$ cat config.mk
export PLATFORM = sky130hd
export DESIGN_NAME = ime_best_mv_x16
export DESIGN_NICKNAME = d
export VERILOG_FILES = /design/src/rtl/ime_best_mv_x16.sv
export SDC_FILE = /design/constraint.sdc
export NUM_CORES = 1
export LEC_CHECK = 0
export ABC_AREA = 1
export CORE_MARGIN = 1.5
export CORE_UTILIZATION = 49
export DETAILED_ROUTE_END_ITERATION = 16
export PLACE_DENSITY = 0.81
export REMOVE_ABC_BUFFERS = 1
export SLEW_MARGIN = 20
export SYNTH_ARGS = -nofsm -noshare
export SYNTH_HDL_FRONTEND = slang
export SYNTH_SLANG_ARGS = --single-unit
$ cat constraint.sdc
create_clock -name clk -period 1.9 [get_ports clk]
set_input_delay 0.285 -clock clk [delete_from_list [all_inputs] [get_ports clk]]
set_output_delay 0.285 -clock clk [all_outputs]
set_load 0.05 [all_outputs]
$ cat src/rtl/ime_best_mv_x16.sv
// ----------------------------------------------------------------------------
// ime_best_mv_x16
//
// Running-minimum tracker for the five x16 partitions (8x16 left/right,
// 16x8 top/bottom, 16x16) over one macroblock integer-ME search. Each cycle
// in which cost_v_i is high, every partition compares its candidate cost
// against its stored best and keeps the smaller one together with mv_i.
// When the candidate flagged by last_i has been absorbed, done_o pulses for
// one cycle with the final winners on the best_* outputs.
//
// Optional build macro: IME_TIE_SMALL_MV_EN
//   defined   : on equal cost, the candidate replaces the stored entry when
//               its |mvx|+|mvy| is strictly smaller.
//   undefined : on equal cost the earliest candidate is kept.
//
// Ports
//   clk, rstn          clock, asynchronous active-low reset
//   start_i            begin a new search (also aborts a running one)
//   cost_v_i, last_i   candidate valid / final candidate of the search
//   mv_i               candidate MV {mvx, mvy}, two's complement
//   cost8x16_i         {right, left} costs
//   cost16x8_i         {bottom, top} costs
//   cost16x16_i        16x16 cost
//   best_cost*_o       running best cost per partition (same packing)
//   best_mv*_o         MV of the best cost per partition (same packing)
//   busy_o             search in progress
//   done_o             one-cycle pulse, results final
//   cand_cnt_o         accepted candidates, saturating
// ----------------------------------------------------------------------------
module ime_best_mv_x16 #(
    parameter int COST_W = 16,
    parameter int MV_W   = 8,
    parameter int CNT_W  = 10
) (
    input  logic                  clk,
    input  logic                  rstn,
    input  logic                  start_i,
    input  logic                  cost_v_i,
    input  logic                  last_i,
    input  logic [2*MV_W-1:0]     mv_i,
    input  logic [2*COST_W-1:0]   cost8x16_i,
    input  logic [2*COST_W-1:0]   cost16x8_i,
    input  logic [COST_W-1:0]     cost16x16_i,
    output logic [2*COST_W-1:0]   best_cost8x16_o,
    output logic [2*COST_W-1:0]   best_cost16x8_o,
    output logic [COST_W-1:0]     best_cost16x16_o,
    output logic [4*MV_W-1:0]     best_mv8x16_o,
    output logic [4*MV_W-1:0]     best_mv16x8_o,
    output logic [2*MV_W-1:0]     best_mv16x16_o,
    output logic                  busy_o,
    output logic                  done_o,
    output logic [CNT_W-1:0]      cand_cnt_o
);

    localparam int NPART = 5;

    typedef enum logic [1:0] {
        S_IDLE,
        S_SEARCH,
        S_DONE
    } state_t;

    state_t             state_q, state_d;
    logic [CNT_W-1:0]   cand_cnt_q, cand_cnt_d;
    logic               accept;

    // Tracker index map: 0/1 = 8x16 left/right, 2/3 = 16x8 top/bottom, 4 = 16x16
    logic [COST_W-1:0]  cost_in   [NPART];
    logic [COST_W-1:0]  best_cost [NPART];
    logic [2*MV_W-1:0]  best_mv   [NPART];

    assign cost_in[0] = cost8x16_i[COST_W-1:0];
    assign cost_in[1] = cost8x16_i[2*COST_W-1:COST_W];
    assign cost_in[2] = cost16x8_i[COST_W-1:0];
    assign cost_in[3] = cost16x8_i[2*COST_W-1:COST_W];
    assign cost_in[4] = cost16x16_i;

    // A start in the same cycle wins over any candidate, which is dropped.
    assign accept = (state_q == S_SEARCH) && cost_v_i && !start_i;

`ifdef IME_TIE_SMALL_MV_EN
    // |mvx|+|mvy|; each abs is taken at MV_W+1 bits so the most negative
    // component (-2^(MV_W-1)) becomes a positive value without wrapping.
    function automatic logic [MV_W+1:0] mv_mag(input logic [2*MV_W-1:0] mv);
        logic [MV_W:0] ax;
        logic [MV_W:0] ay;
        ax = {mv[2*MV_W-1], mv[2*MV_W-1:MV_W]};
        ay = {mv[MV_W-1], mv[MV_W-1:0]};
        if (ax[MV_W]) ax = -ax;
        if (ay[MV_W]) ay = -ay;
        return {1'b0, ax} + {1'b0, ay};
    endfunction

    // Candidate magnitude is computed once and shared by all trackers.
    logic [MV_W+1:0] cand_mag;
    assign cand_mag = mv_mag(mv_i);
`endif

    genvar gi;
    generate
        for (gi = 0; gi < NPART; gi++) begin : g_trk
            logic [COST_W-1:0] cost_q, cost_d;
            logic [2*MV_W-1:0] mv_q, mv_d;
            logic              wins;

`ifdef IME_TIE_SMALL_MV_EN
            assign wins = (cost_in[gi] < cost_q) ||
                          ((cost_in[gi] == cost_q) && (cand_mag < mv_mag(mv_q)));
`else
            // Strict compare: ties keep the earlier candidate.
            assign wins = (cost_in[gi] < cost_q);
`endif

            always_comb begin
                cost_d = cost_q;
                mv_d   = mv_q;
                if (start_i) begin
                    cost_d = '1;
                    mv_d   = '0;
                end else if (accept && wins) begin
                    cost_d = cost_in[gi];
                    mv_d   = mv_i;
                end
            end

            always_ff @(posedge clk or negedge rstn) begin
                if (!rstn) begin
                    cost_q <= '1;
                    mv_q   <= '0;
                end else begin
                    cost_q <= cost_d;
                    mv_q   <= mv_d;
                end
            end

            assign best_cost[gi] = cost_q;
            assign best_mv[gi]   = mv_q;
        end
    endgenerate

    always_comb begin
        state_d    = state_q;
        cand_cnt_d = cand_cnt_q;
        if (start_i) begin
            state_d    = S_SEARCH;
            cand_cnt_d = '0;
        end else begin
            case (state_q)
                S_IDLE: state_d = S_IDLE;
                S_SEARCH: begin
                    if (accept) begin
                        if (cand_cnt_q != {CNT_W{1'b1}}) begin
                            cand_cnt_d = cand_cnt_q + 1'b1;
                        end
                        if (last_i) begin
                            state_d = S_DONE;
                        end
                    end
                end
                S_DONE:  state_d = S_IDLE;
                default: state_d = S_IDLE;
            endcase
        end
    end

    always_ff @(posedge clk or negedge rstn) begin
        if (!rstn) begin
            state_q    <= S_IDLE;
            cand_cnt_q <= '0;
        end else begin
            state_q    <= state_d;
            cand_cnt_q <= cand_cnt_d;
        end
    end

    assign busy_o     = (state_q == S_SEARCH);
    assign done_o     = (state_q == S_DONE);
    assign cand_cnt_o = cand_cnt_q;

    assign best_cost8x16_o  = {best_cost[1], best_cost[0]};
    assign best_cost16x8_o  = {best_cost[3], best_cost[2]};
    assign best_cost16x16_o = best_cost[4];
    assign best_mv8x16_o    = {best_mv[1], best_mv[0]};
    assign best_mv16x8_o    = {best_mv[3], best_mv[2]};
    assign best_mv16x16_o   = best_mv[4];

endmodule

=== Yosys cells after proc, flatten, opt, wreduce, memory -nomap -nowiden ===
Cells that the tools add are included.

* Bitwise gates (word level): 0
* Equality and inequality tests: 5
* Reductions and logical operators: 18
* Magnitude comparators: 5
* Add/subtract/negate cells: 1
* Div/mod/pow operators: 0
* Multipliers: 0
* Multiplexer cells: 28
* Shifts and indexed selects: 0

{| class="wikitable"
|+ Operator list
! cell !! count
|-
| 2-to-1 mux 16 bit || 20
|-
| less-than comparator 16 bit || 5
|-
| 2-to-1 mux 10 bit || 4
|-
| nonzero test 2 bit || 8
|-
| adder 10 x 1 -> 10 bit (second input constant) || 1
|-
| != test 10 bit (second input constant) || 1
|-
| 2-to-1 mux 2 bit || 4
|-
| logical AND 1 bit || 7
|-
| != test 3 x 2 -> 1 bit (second input constant) || 1
|-
| != test 3 bit (second input constant) || 1
|-
| AND reduction 3 bit || 1
|-
| equality test 2 x 1 -> 1 bit (second input constant) || 1
|-
| equality test 2 bit (second input constant) || 1
|-
| AND reduction 2 bit || 1
|-
| logical NOT 1 bit || 1
|}

* Input bits: 101
* Word-level logic and storage cells: 69
* ROM bits: 0
* Latch bits: 0
* Output and inout bits: 172
* Memories kept: 0
* RAM bits: 0
* Register bits after elaboration: 172

=== Depth between registers and ports, before layout ===
Gate-level depths: netlist of run 1.

* Word-level depth: 6
* Mapped depth: 14
* Depth with buffers taken out: 13

=== Worst setup path before layout of run 1 ===
No wires, ideal clock.

* Kind: register to register
* Start point: reg g_trk[0].cost_q[11]
* End point: reg g_trk[0].mv_q[12]
* Setup time: 0.120 ns
* Period minus slack after synthesis: 1.978 ns
* Path slack: -0.078 ns
* Buffers on the path: 1
* Cell stages (with the launch flop): 13
* Data required time: 1.780 ns
* Arrival time: 1.858 ns
* Path through: dfstp_2 -> inv_1 -> ha_1 -> nand2_1 -> inv_1 -> o21ai_0 -> a21oi_1 -> nor2_1 -> nand2_2 -> clkinv_2 -> buf_6 -> nand2_1 -> nand2_1

* Word-level cells in the longest chain between the ends: 3

{| class="wikitable"
|+ Ends and longest elaborated chain
! item !! line !! text
|-
| from (decl) || 102 || <nowiki>logic [COST_W-1:0] cost_q, cost_d;</nowiki>
|-
| from (signal assigned) || 131 || <nowiki>cost_q <= cost_d;</nowiki>
|-
| less-than comparator 16 bit || 111 || <nowiki>assign wins = (cost_in[gi] < cost_q);</nowiki>
|-
| logical AND 1 bit || 120 || <nowiki>end else if (accept && wins) begin</nowiki>
|-
| nonzero test 2 bit (no line) || -- ||
|-
| to (signal assigned) || 132 || <nowiki>mv_q <= mv_d;</nowiki>
|-
| to (decl) || 103 || <nowiki>logic [2*MV_W-1:0] mv_q, mv_d;</nowiki>
|}

Every way passes these cells.
A chain may end at the register's enable or synchronous reset.

=== Worst setup path after layout of run 1 ===
* Start point: reg g_trk[0].cost_q[7]
* End point: reg g_trk[0].mv_q[12]

Same word-level chain as after synthesis.

==> results of run 1 <==
[power groups by stage]
stage	combinational, mW	clock [mW]	sequential [mW]
floorplan	1.10	0	5.52
global placement	3.71	0	4.39
detailed placement	3.79	0	4.40
CTS	3.86	3.88	4.34
global route	4.97	4.04	4.41
finish	4.67	3.88	4.38
[state kept, by name, indices dropped and copies added, names as in the netlist]
name,cells
g_trk.cost_q,64
best_mv16x16_o,16
state_q,2
g_trk.mv_q,64
cand_cnt_o,10
best_cost16x16_o,16
[worst register-to-register path, delay by kind of cell, from the launching register on]
kind	cells	cell delay [ns]
adders and majority gates	1	0.22
and+or+nand+nor	7	0.83
buffers and inverters	3	0.34
DFF	1	0.54
[cell usage after synthesis, drive strengths merged]
cell / instances
buf: 42
clkinv: 5
nand4: 8
o211ai: 5
nor3: 10
dfstp: 80
xnor2: 1
nand2: 429
o31ai: 1
dfrtp: 92
inv: 135
or2: 75
a21oi: 31
clkbuf: 13
nor2: 50
nand3: 172
ha: 76
xor2: 2
o21ai: 12
[final timing paths]
check	from	end	cells after the start
worst min-delay path	rstn	cand_cnt_o[6]	2
min in group clk	start_i	cand_cnt_o[0]	3
worst max register to register	g_trk[0].cost_q[7]	g_trk[0].mv_q[12]	11
worst min register to register	g_trk[3].cost_q[8]	g_trk[3].cost_q[8]	2
max in group asynchronous	rstn	g_trk[2].cost_q[9]	3
worst max-delay path	g_trk[0].cost_q[7]	g_trk[0].mv_q[12]	11
[cells by family after synthesis]
family / count (synthesis)
AO/OA/AOI/OAI: 49
adder cells (fa/ha/maj): 76
buffers and inverters: 195
XOR/XNOR: 3
AND/OR/NAND/NOR: 744
flip-flops: 172
[per-layer routing]
metal | track usage [%] | vias to the layer above | wire length (um)
li1 | - | 4626 | -
met1 | 36.3 | 4923 | 13700
met2 | 47.4 | 453 | 17500
met3 | 6.92 | 128 | 2600
met4 | 13.6 | 0 | 1860
met5 | 0 | - | 0
[placed cells by master, fill, tap and decap left out, drive strengths merged]
cell           Yosys  layout
or2               75      75
a21oi             31      31
dlygate4sd2        0      38
clkinv             5       6
ha                76      76
xor2               2       2
buf               42     230
nand4              8       8
bufinv             0       4
o21ai             12      12
nand3            172     172
dlymetal6s2s       0       7
o31ai              1       1
dlygate4sd3        0       1
nand2            429     434
nor2              50      50
inv              135     141
o211ai             5       5
xnor2              1       1
dfrtp             92      92
clkbuf            13      29
clkdlybuf4s50      0      98
nor3              10      10
dfstp             80      80
clkinvlp           0       3
[final cells by class]
| class | instances | area, um^2 | share of cell area (%) |
|---|---|---|---|
| Timing Repair Buffer | 384 | 3700 | 23.5 |
| Tap cell | 265 | 332 | 2.10 |
| Clock inverter | 13 | 188 | 1.19 |
| Multi-Input combinational cell | 877 | 6100 | 38.7 |
| Sequential cell | 172 | 4400 | 27.9 |
| Clock buffer | 19 | 453 | 2.87 |
| Inverter | 140 | 578 | 3.67 |
| Timing Repair inverter | 1 | 8.76 | 0.0556 |
[timing repair]
item	CTS	global route
buffers inserted	0	8
setup endpoints to repair	155	167
hold endpoints to repair	17	0
pin swaps	15	154
gates resized for setup	82	343
gates cloned	1	17
hold buffers	1	0
==> results summary, run 1 <==
The area of the core came out at 0.0195 mm^2. The post-route worst hold slack is 0.373 ns. The largest stage delay on the critical path is 0.54 ns. For the finished layout, the period the worst path requires is 2.04 ns.

The final-layout setup total negative slack is -7.17 ns. The repair_antennas step left the layout with diodes totalling 0. In the final routed layout, each cell accounts on average for 19.1 um. The end-of-flow core utilization came out at 80.7%. Data on the critical path is required at its endpoint by 2.22 ns.

The leakage dissipation came out at 8.38 nW. The minimum setup slack after placement is -0.310 ns. In this run the biggest area consumer among cell types represents 23.5% of the synthesized area.

Yosys attributes the largest share of cell area to sky130_fd_sc_hd__dfrtp_1, sky130_fd_sc_hd__dfstp_2, sky130_fd_sc_hd__nand2_1. The clock insertion delay at the later pin of the skew report is 0.44 ns. Of all cell types, the one taking the most synthesized area is sky130_fd_sc_hd__dfrtp_1. The number of max-cap violations is 0.

The count of standard-cell rows came out at 51. Multiplexer cells account for 0% of the synthesized area. The total number of clock tree sinks is 172. Setup repair after global routing could not meet its margin everywhere. In this design, the largest share of critical-path delay is due to simple AND/OR/NAND/NOR gates.

The combinational family with the most area after synthesis is simple AND/OR/NAND/NOR gates. The area fraction in compound gates after synthesis is 2.66%. The post-synthesis share of cell area spent on full adders, half adders and majority gates is 9.71%. The count of buffers from port buffering is 272. Clock tree synthesis inserted a total of 17 buffers. The highest attainable clock frequency is 490 MHz. The area overhead of the layout relative to synthesis is 61.0%.

The library cell used as clock root buffer is sky130_fd_sc_hd__clkbuf_16. The portion of total power attributed to combinational logic is 36.1%. The cell at the slowest stage of the critical path is sky130_fd_sc_hd__dfstp_2. The number of cells after detailed placement is 1812. TritonCTS built the clock tree. The sequential-to-total area share from yosys stat came out at 45.0%.

The worst slew margin relative to its limit came out at 50.9%. In this run the register-to-register setup slack is -0.14 ns. Along the worst path, the maximum fanout reaches 7. Net switching is 36.6% of the power. The placed cell area is 0.0130 mm^2. The transition time at the pin with the least slew margin is 0.734 ns. The die covers 0.0208 mm^2. The number of global-route vias before repair is 9259. On the final layout, the worst clock skew is 0.00897 ns. The mean area per synthesized cell came out at 7.90 um^2. The number of storage elements in the synthesis netlist came out at 172. The half-perimeter wire length of the detailed placement result came out at 21.2 mm. In this run, the clock network consumes 30.0% of the power.

After detailed routing, the total wire length is 35.7 mm. The synthesized netlist cell count came out at 1239. The final-stage net count is 1770.

In this run the power density over the cells is 820 mW/mm^2. The total via count after detailed routing is 10130. The post-synthesis share of cell area spent on and, or, nand and nor gates came out at 33.6%. The data arrival at the endpoint of the critical path came out at 2.37 ns. The proportion of power drawn by flip-flops and latches came out at 33.8%. The detailed-routing iteration count for the pre-antenna-repair pass is 5.

The effective utilization at floorplan is 50.1%. The worst setup path is launched from a flop. The worst voltage drop across the vdd grid is 0.000610 V.

The remaining antenna violation count is 0. Counting the fill cells in the layout gives 1199. The final-report hold violation count was 0. Entering global routing, the biggest net connects 97 pins. The cell-internal power came out at 8.19 mW.

The post-route non-filler standard cell count came out at 1871. The number of max-slew violations in the final report is 0. The buffer levels on the longest clock path came out at 2. Of the total synthesized cell area, the portion taken by XOR and XNOR cells is 0.268%. Dividing the detail-routed via count by the number of cells gives 5.41. The total grt overflow came out at 0.

The critical path buffer and inverter count is 3. The run finished, with violations left. Counting distinct cell types in the post-synthesis netlist gives 25. The die height came out at 144 um. The setup slack of the critical path after layout is -0.142 ns.

The switching power of the nets came out at 4.74 mW. After layout, the worst path uses 107% of the clock period. The class of the most critical setup path is reg2reg. Traced cell by cell, the critical path runs through inv_1 > ha_4 > nand2_1 > inv_1 > nor3_2 > nand2_2 > nand2_4 > nand2_8 > buf_12 > nand3_2 > nand2_1. The path category of the worst min-delay check is in2async. The number of H-tree branching levels came out at 4. The synthesized area came out at 0.00979 mm^2. The routability-driven placement congestion ratio is 0.883. In the routed design, unresolved DRC markers number 0. The total non-filler cell area in the finished layout came out at 0.0158 mm^2. The worst setup path is captured at a flop. The global-route wire length before repair came out at 46.8 mm.

Setup violations remaining at the end of the flow were counted as 123. The proportion of layout cells with a drive suffix above 1 came out at 45.3%. The count of pins on the block boundary came out at 273. The checks that failed: setup timing. Clock-pin slew was measured on the worst setup and hold paths at 0.07 ns. The initial antenna violation count is 0. Global routing used 29.0% of the available tracks. The detailed router's first-iteration violation count came out at 514. The horizontal die dimension is 144 um. The power after layout came out at 12.9 mW. The warning count from the yosys run is 0.
(Power assumes the default switching activity.)
==> run 2: changes to the inputs <==
--- a/config.mk
+++ b/config.mk
@@ -6,10 +6,10 @@
 export NUM_CORES = 1
 export LEC_CHECK = 0
 export ABC_AREA = 1
-export CORE_MARGIN = 1.5
+export CORE_MARGIN = 10
 export CORE_UTILIZATION = 49
 export DETAILED_ROUTE_END_ITERATION = 16
-export PLACE_DENSITY = 0.81
+export PLACE_DENSITY = 0.77
 export REMOVE_ABC_BUFFERS = 1
 export SLEW_MARGIN = 20
 export SYNTH_ARGS = -nofsm -noshare
==> constraint.sdc (replaced) <==
create_clock -name clk -period 1.9 [get_ports clk]
set_input_delay 0.57 -clock clk [delete_from_list [all_inputs] [get_ports clk]]
set_output_delay 0.57 -clock clk [all_outputs]
set_load 0.05 [all_outputs]
==> run 2 against run 1 <==
  * Die area grew 25%
  * Register-to-register slack worse by 0.04 ns
  * Hold slack lost 0.32 ns
  * First-iteration DRC count grew 63%
  * Design area up 7.2%
  * The run still ends with setup timing left
  * Setup slack lost 0.068 ns
  * Largest power group unchanged
  * Critical path depth grew 2
  * Core utilization grew 5.6 points
  * Count of clock-buffer cells in the layout rose by 3
  * Via count grew 4.4%
  * Sequential share of layout area decreased by 1.9 points
==> results summary, run 2 (synthesis results as in run 1) <==
The highest attainable clock frequency is 474 MHz (-3.2%). The slowest stage of the critical path is the sky130_fd_sc_hd__clkdlybuf4s50_1 cell. The launching element of the worst setup path is cost8x16_i[3].

The total grt overflow came to 0 (unchanged). The number of fill cells came out at 967 (-19%). The count of pins on the block boundary is 273 (unchanged). The placed cell area is 0.0143 mm^2 (+9.6%). The remaining antenna violation count is 0 (unchanged). TritonCTS built the clock tree. The area of the core is 0.0196 mm^2 (+0.33%). The number of global-route vias before repair is 10063 (+8.7%).

The path category of the worst min-delay check is in2async. The worst voltage drop across the vdd grid is 0.000612 V (+0.26%). Setup repair after global routing could not meet its margin everywhere. The most numerous cell on the critical path is sky130_fd_sc_hd__nand2_1.

The detailed-routing iteration count for the pre-antenna-repair pass was 5 (unchanged). The proportion of layout cells with a drive suffix above 1 is 49.7% (+4.4 points). The total number of clock tree sinks came out at 172 (unchanged).

In this run the clock root is driven by a sky130_fd_sc_hd__clkbuf_16. The signal on the critical path passes through clkdlybuf4s50_1 > ha_1 > nand2_1 > inv_1 > nand2_1 > nand2_1 > nand2_2 > nand2_2 > nand2_4 > nand2_8 > buf_12 > nand3_2 > nand2_1. The final setup violation count was 133 (+8.1%).

The final reports fail on setup timing. The effective utilization at floorplan came out at 50.0% (-0.16 points). The share of total power in the clock network came out at 26.5% (-3.5 points). The total wire length came to 40.3 mm (+13%).

The type of element capturing the critical path is a flop. The area overhead of the layout relative to synthesis is 72.7%. The total via count after detailed routing came out at 10577 (+4.4%). The data required time of the critical path came out at 2.21 ns (about the same). The data arrival at the endpoint of the critical path came out at 2.42 ns (+0.05 ns). The average wire per standard cell is 21.2 um (+11%). The clock skew after layout is 0.0116 ns (+0.00264 ns).

The worst setup path is of the in2reg kind. The post-layout minimum cycle time came out at 2.11 ns (+0.0675 ns). The final-layout setup total negative slack is -14.48 ns (-7.32 ns).

The buffer levels on the longest clock path is 2 (unchanged). The number of buffers created by CTS was 17 (unchanged). The DRC violation count after routing is 0 (unchanged). The detail-routed via count per cell is 5.56 (+2.7%). The number of hold-repair buffers added at the cts stage came out at 0 (-1). The proportion of power drawn by flip-flops and latches came to 32.4% (-1.4 points). The largest registers in the layout are g_trk.cost_q (64), g_trk.mv_q (64).

The number of H-tree branching levels is 4 (unchanged). The die height was 161 um (+12%). The power density over the cells came out at 798 mW/mm^2 (-2.7%).

The transition time at the pin with the least slew margin was 0.739 ns (+0.00500 ns). The power after layout is 13.5 mW (+4.4%). The minimum setup slack after placement came out at -0.615 ns (-0.305 ns). STA classifies the critical path startpoint as an input port. The count of standard-cell rows came out at 51 (unchanged). The horizontal die dimension is 161 um (+12%). The largest stage delay on the critical path came to 0.44 ns (-0.10 ns).

The portion of total power attributed to combinational logic came out at 41.1% (+5.0 points). The leakage dissipation was 8.84 nW (+5.5%). The initial antenna violation count is 2 (+2).

The half-perimeter wire length of the detailed placement result is 24.3 mm (+15%). The final-stage net count is 1800 (+1.7%). The maximum fanout along the worst path came out at 6 (-1).

The switching power as a share of total power was 36.4% (-0.23 points). The global router's overall resource usage came out at 25.4% (-3.5 points). The clock-pin slew on the worst setup and hold paths came out at 0.06 ns (about the same). The number of max-slew violations in the final report came out at 0 (unchanged). Grouping stages by cell kind, the critical path spends the most delay in simple AND/OR/NAND/NOR gates. The worst slew margin relative to its limit came out at 50.6% (-0.33 points). The detailed router's first-iteration violation count came out at 837 (+63%).

The final period utilization is 111% (+3.6 points). The total non-filler cell area in the finished layout is 0.0169 mm^2 (+7.2%). The commonest non-fill, non-tap cell in the layout is sky130_fd_sc_hd__nand2_1.

In the layout the commonest cells are sky130_fd_sc_hd__nand2_1, sky130_fd_sc_hd__buf_4, sky130_fd_sc_hd__buf_12, sky130_fd_sc_hd__inv_1, sky130_fd_sc_hd__nand3_1. The end-of-flow core utilization was 86.3% (+5.6 points). The clock insertion delay at the later pin of the skew report is 0.43 ns (about the same). The switching power of the nets is 4.91 mW (+3.7%). The number of max-cap violations came out at 0 (unchanged). The count of buffers from port buffering is 272 (unchanged). The critical path buffer and inverter count is 3 (unchanged). The pin count of the biggest net entering global routing is 42 (-57%). The flow ran to the end, but the final reports show violations. The final-report hold violation count is 0 (unchanged). The global-route wire length before repair is 53.8 mm (+15%).

The setup slack of the critical path after layout came out at -0.209 ns (-0.0675 ns). The die footprint is 0.0260 mm^2 (+25%). The cell-internal power came out at 8.58 mW (+4.7%).

The startpoint identified for the worst register-to-register timing path is g_trk[0].cost_q[3]. The routability-driven placement congestion ratio is 0.908 (+2.8%).
[run 2: changes by cell type in the layout (fill, tap and decap cells not counted), sizes merged]
cell,change
bufinv,-2
clkdlybuf4s50,-46
bufbuf,+1
clkbuf,-5
buf,+81
inv,-3
dlymetal6s2s,+16
clkinv,+5
dlygate4sd3,-1
clkinvlp,-2
diode,+2
dlygate4sd2,-15
nand2,+1
[run 2: final timing paths]
kind / slack, ns / cells after the start / to
worst min register to register: 0.50 / 2 / g_trk[3].cost_q[8]
max in group asynchronous: 1.23 / 2 / g_trk[2].cost_q[11]
worst min-delay path: 0.05 / 1 / cand_cnt_o[1]
worst max-delay path: -0.21 / 13 / g_trk[0].mv_q[3]
min in group clk: 0.48 / 4 / best_cost16x16_o[6]
worst max register to register: -0.18 / 13 / g_trk[0].mv_q[3]
[run 2: timing repair]
| item | CTS | global route |
|---|---|---|
| pin swaps | 78 | 142 |
| gates resized for setup | 146 | 295 |
| endpoints found under the setup margin | 135 | 163 |
| buffers inserted | 4 | 4 |
| cloned | 5 | 9 |
[run 2: cell type report]
| type | count | area (um^2) | share of cell area (%) |
|---|---|---|---|
| Sequential cell | 172 | 4400 | 26.0 |
| Clock buffer | 22 | 474 | 2.80 |
| Tap cell | 265 | 332 | 1.96 |
| Inverter | 140 | 581 | 3.43 |
| Multi-Input combinational cell | 878 | 6160 | 36.5 |
| Antenna cell | 2 | 5.00 | 0.0296 |
| Timing Repair Buffer | 412 | 4820 | 28.5 |
| Timing Repair inverter | 2 | 17.5 | 0.104 |
| Clock inverter | 10 | 115 | 0.681 |
[run 2: power groups by stage]
stage / sequential [mW] / combinational (mW) / clock, mW
2_1_floorplan: 5.52 / 1.10 / 0
3_3_place_gp: 4.38 / 4.55 / 0
3_5_place_dp: 4.38 / 4.64 / 0
4_1_cts: 4.34 / 4.89 / 3.57
5_1_grt: 4.41 / 5.84 / 3.73
6_report: 4.38 / 5.55 / 3.57
[run 2: stage by stage]
step	cells	hold WS, ns
after floorplan	1184	0.274
after global placement	1850	0.486
after detailed placement	1850	0.490
after CTS	1891	0.0568
after global routing	1903	0.0504
final	1903	0.0498
[run 2: metal layers]
metal / global-route usage [%] / vias to the layer above / share of wire [%]
li1: - / 4687 / -
met1: 30.9 / 5216 / 38
met2: 42.1 / 557 / 50
met3: 7.22 / 117 / 8.2
met4: 9.51 / 0 / 4.1
met5: 0 / - / 0
==> run 3: changes to the inputs <==
--- a/config.mk
+++ b/config.mk
@@ -6,6 +6,7 @@
 export NUM_CORES = 1
 export LEC_CHECK = 0
 export ABC_AREA = 1
+export CORE_ASPECT_RATIO = 1.1
 export CORE_MARGIN = 10
 export CORE_UTILIZATION = 49
 export DETAILED_ROUTE_END_ITERATION = 16
==> run 3 against run 2 <==
  * The run still ends with setup timing left
  * Sequential share of layout area is 0.61 points lower
  * Count of clock-buffer cells in the layout is 3 lower
  * Wire length is 9.6% higher
  * Sequential power hardly changed
  * Die area hardly changed
  * Register-to-register slack worse by 0.03 ns
  * Non-clock buffer count is 12 higher
  * Via count is 4.7% higher
  * Critical path type is now reg2reg
  * Highest routed layer unchanged
==> results summary, run 3 (synthesis results as in run 1) <==
The proportion of layout cells with a drive suffix above 1 was 53.1% (+3.4 points). The class of the most critical setup path is reg2reg. The count of buffers from port buffering came out at 272 (unchanged).

The final reports fail on setup timing. The half-perimeter wire length of the detailed placement result came out at 24.4 mm (+0.66%). The count of pins on the block boundary is 273 (unchanged).

The total grt overflow is 0 (unchanged). TritonCTS built the clock tree. The count of standard-cell rows came out at 54 (+5.9%). The end-of-flow core utilization is 87.8% (+1.5 points).

The total non-filler cell area in the finished layout is 0.0173 mm^2 (+2.4%). The share of total power in the clock network came to 27.5% (+1.0 points). The largest registers in the layout are g_trk.cost_q (64), g_trk.mv_q (64). The highest attainable clock frequency is 473 MHz (-0.21%). The power after layout is 14.1 mW (+4.2%). The final-layout setup total negative slack came out at -12.49 ns (+2.00 ns). The number of max-slew violations in the final report is 0 (unchanged). The DRC violation count after routing came out at 0 (unchanged). The remaining antenna violation count came out at 0 (unchanged). The leakage dissipation came out at 9.10 nW (+3.0%). The post-layout minimum cycle time is 2.11 ns (+0.00437 ns).

The clock-pin slew on the worst setup and hold paths is 0.07 ns (about the same). The data required time of the critical path is 2.26 ns (+0.05 ns). The detailed-routing iteration count for the pre-antenna-repair pass came out at 7 (+2). The maximum fanout along the worst path is 7 (+1). The number of buffers created by CTS came out at 17 (unchanged). The total number of clock tree sinks is 172 (unchanged). The number of fill cells is 844 (-13%). The detail-routed via count per cell is 5.82 (+4.7%). The buffer levels on the longest clock path came out at 2 (unchanged). The flow ran to the end, but the final reports show violations. The power density over the cells was 812 mW/mm^2 (+1.7%).

The placed cell area is 0.0143 mm^2 (about the same). The number of max-cap violations is 0 (unchanged). The switching power of the nets is 5.18 mW (+5.5%). The minimum setup slack after placement is -0.574 ns (+0.0411 ns). The cell-internal power is 8.88 mW (+3.4%). The area of the core is 0.0197 mm^2 (+0.71%).

The global-route wire length before repair was 54.9 mm (+2.0%). STA classifies the critical path endpoint as a flop. The transition time at the pin with the least slew margin came to 0.800 ns (+0.0614 ns). The total via count after detailed routing came to 11078 (+4.7%). The top cell types in the final layout, fill and taps aside, are sky130_fd_sc_hd__nand2_1, sky130_fd_sc_hd__buf_4, sky130_fd_sc_hd__nand2_2, sky130_fd_sc_hd__buf_12, sky130_fd_sc_hd__nand3_1.

The final setup violation count came to 149 (+12%). Setup repair after global routing could not meet its margin everywhere. The detailed router's first-iteration violation count came out at 1012 (+21%).

The worst voltage drop across the vdd grid was 0.000653 V (+6.6%). The number of global-route vias before repair came to 10430 (+3.6%). The number of cells traversed by the worst register-to-register path is 12 (-1).

The global router's overall resource usage is 26.0% (+0.58 points). The path category of the worst min-delay check is in2async. The routability-driven placement congestion ratio is 0.861 (-5.2%). The clock insertion delay at the later pin of the skew report was 0.45 ns (+0.02 ns).

The setup slack of the critical path after layout is -0.214 ns (-0.00437 ns). The average wire per standard cell came to 23.2 um (+9.6%). The area overhead of the layout relative to synthesis came out at 76.8%.

The cell sitting at the root of the clock tree is a sky130_fd_sc_hd__clkbuf_16. The die height is 168 um (+4.3%). The pin count of the biggest net entering global routing came out at 53 (+26%). The initial antenna violation count came to 4 (+2). The portion of total power attributed to combinational logic came out at 41.3% (+0.2 points). The commonest non-fill, non-tap cell in the layout is sky130_fd_sc_hd__nand2_1. The critical path launch point type is a flop. The die footprint is 0.0260 mm^2 (about the same).

The switching power as a share of total power is 36.9% (+0.47 points). The effective utilization at floorplan came out at 49.6% (-0.35 points). The number of H-tree branching levels is 4 (unchanged).

The proportion of power drawn by flip-flops and latches was 31.2% (-1.2 points). The final-report hold violation count is 0 (unchanged). The worst slew margin relative to its limit is 46.5% (-4.1 points).

The final-stage net count came out at 1810 (+0.56%). The final period utilization is 111% (+0.23 points). The data arrival at the endpoint of the critical path is 2.48 ns (+0.06 ns). The total wire length came out at 44.2 mm (+9.6%). The clock skew after layout is 0.0188 ns (+0.00715 ns). The horizontal die dimension came out at 155 um (-4.1%).
==> run 3: cell types whose count changed in the layout (fill, tap and decap cells not counted), moves of 7 or more <==
cell,delta
sky130_fd_sc_hd__dlygate4sd2_1,-13
sky130_fd_sc_hd__inv_2,+9
sky130_fd_sc_hd__clkbuf_16,+7
sky130_fd_sc_hd__dlymetal6s2s_1,+19
sky130_fd_sc_hd__inv_1,-9
sky130_fd_sc_hd__nand2_1,-22
sky130_fd_sc_hd__nand2_2,+21
==> run 3: layout make-up <==
type	count	area, um^2	share of cell area [%]
antenna	5	12.5	0.0723
clock buffer	19	475	2.75
multi-input combinational	878	6340	36.6
sequential	172	4410	25.4
timing repair buffer	424	5020	29.0
clock inverter	13	160	0.925
tap	252	315	1.82
inverter	140	583	3.37
==> run 3: timing repair <==
item / in CTS / in global routing
gates cloned: 4 / 13
setup endpoints to repair: 146 / 163
buffers inserted: 2 / 6
gates resized for setup: 123 / 386
hold buffers: 0 / 0
pin swaps: 54 / 175
==> run 3: path summary, 6_finish.rpt <==
kind,to,start,slack [ns]
max,best_mv16x16_o[1],best_cost16x16_o[9],-0.21
min,g_trk[0].mv_q[15],rstn,0.06
max reg2reg,best_mv16x16_o[1],best_cost16x16_o[9],-0.21
min reg2reg,g_trk[2].cost_q[0],g_trk[2].cost_q[0],0.50
max in group asynchronous,g_trk[3].cost_q[3],rstn,1.22
min in group clk,state_q[1],cost_v_i,0.49
==> run 3: critical path: stages, from the launching register on <==
cell and delay [ns]:
sky130_fd_sc_hd__dfstp_2 0.54, sky130_fd_sc_hd__inv_1 0.06, sky130_fd_sc_hd__ha_4 0.22, sky130_fd_sc_hd__nand2_1 0.08, sky130_fd_sc_hd__inv_1 0.09, sky130_fd_sc_hd__o21ai_2 0.15, sky130_fd_sc_hd__a21oi_2 0.09, sky130_fd_sc_hd__nor2_4 0.26
sky130_fd_sc_hd__nand2_8 0.14, sky130_fd_sc_hd__inv_8 0.09, sky130_fd_sc_hd__buf_12 0.13, sky130_fd_sc_hd__nand2_2 0.05, sky130_fd_sc_hd__nand2_1 0.12
==> run 3: power groups by stage <==
stage	Combinational (mW)	Clock, mW	Sequential, mW
floorplan	1.10	0	5.52
global route	6.06	3.99	4.41
global placement	4.55	0	4.38
finish	5.81	3.87	4.38
detailed placement	4.64	0	4.39
CTS	4.87	3.80	4.34
==> run 3: stage by stage <==
stage	hold WS, ns	instances
4_1_cts	0.0567	1881
6_report	0.0569	1903
3_5_place_dp	0.489	1843
5_1_grt	0.0679	1902
3_3_place_gp	0.486	1843
2_1_floorplan	0.274	1184
==> run 3: metal layers <==
| layer | vias to the layer above | global-route usage [%] | routed length, um |
|---|---|---|---|
| li1 | 4707 | - | - |
| met1 | 5410 | 30.2 | 15600 |
| met2 | 736 | 43.0 | 21800 |
| met3 | 225 | 6.22 | 3800 |
| met4 | 0 | 15.0 | 3030 |
| met5 | - | 0 | 0 |
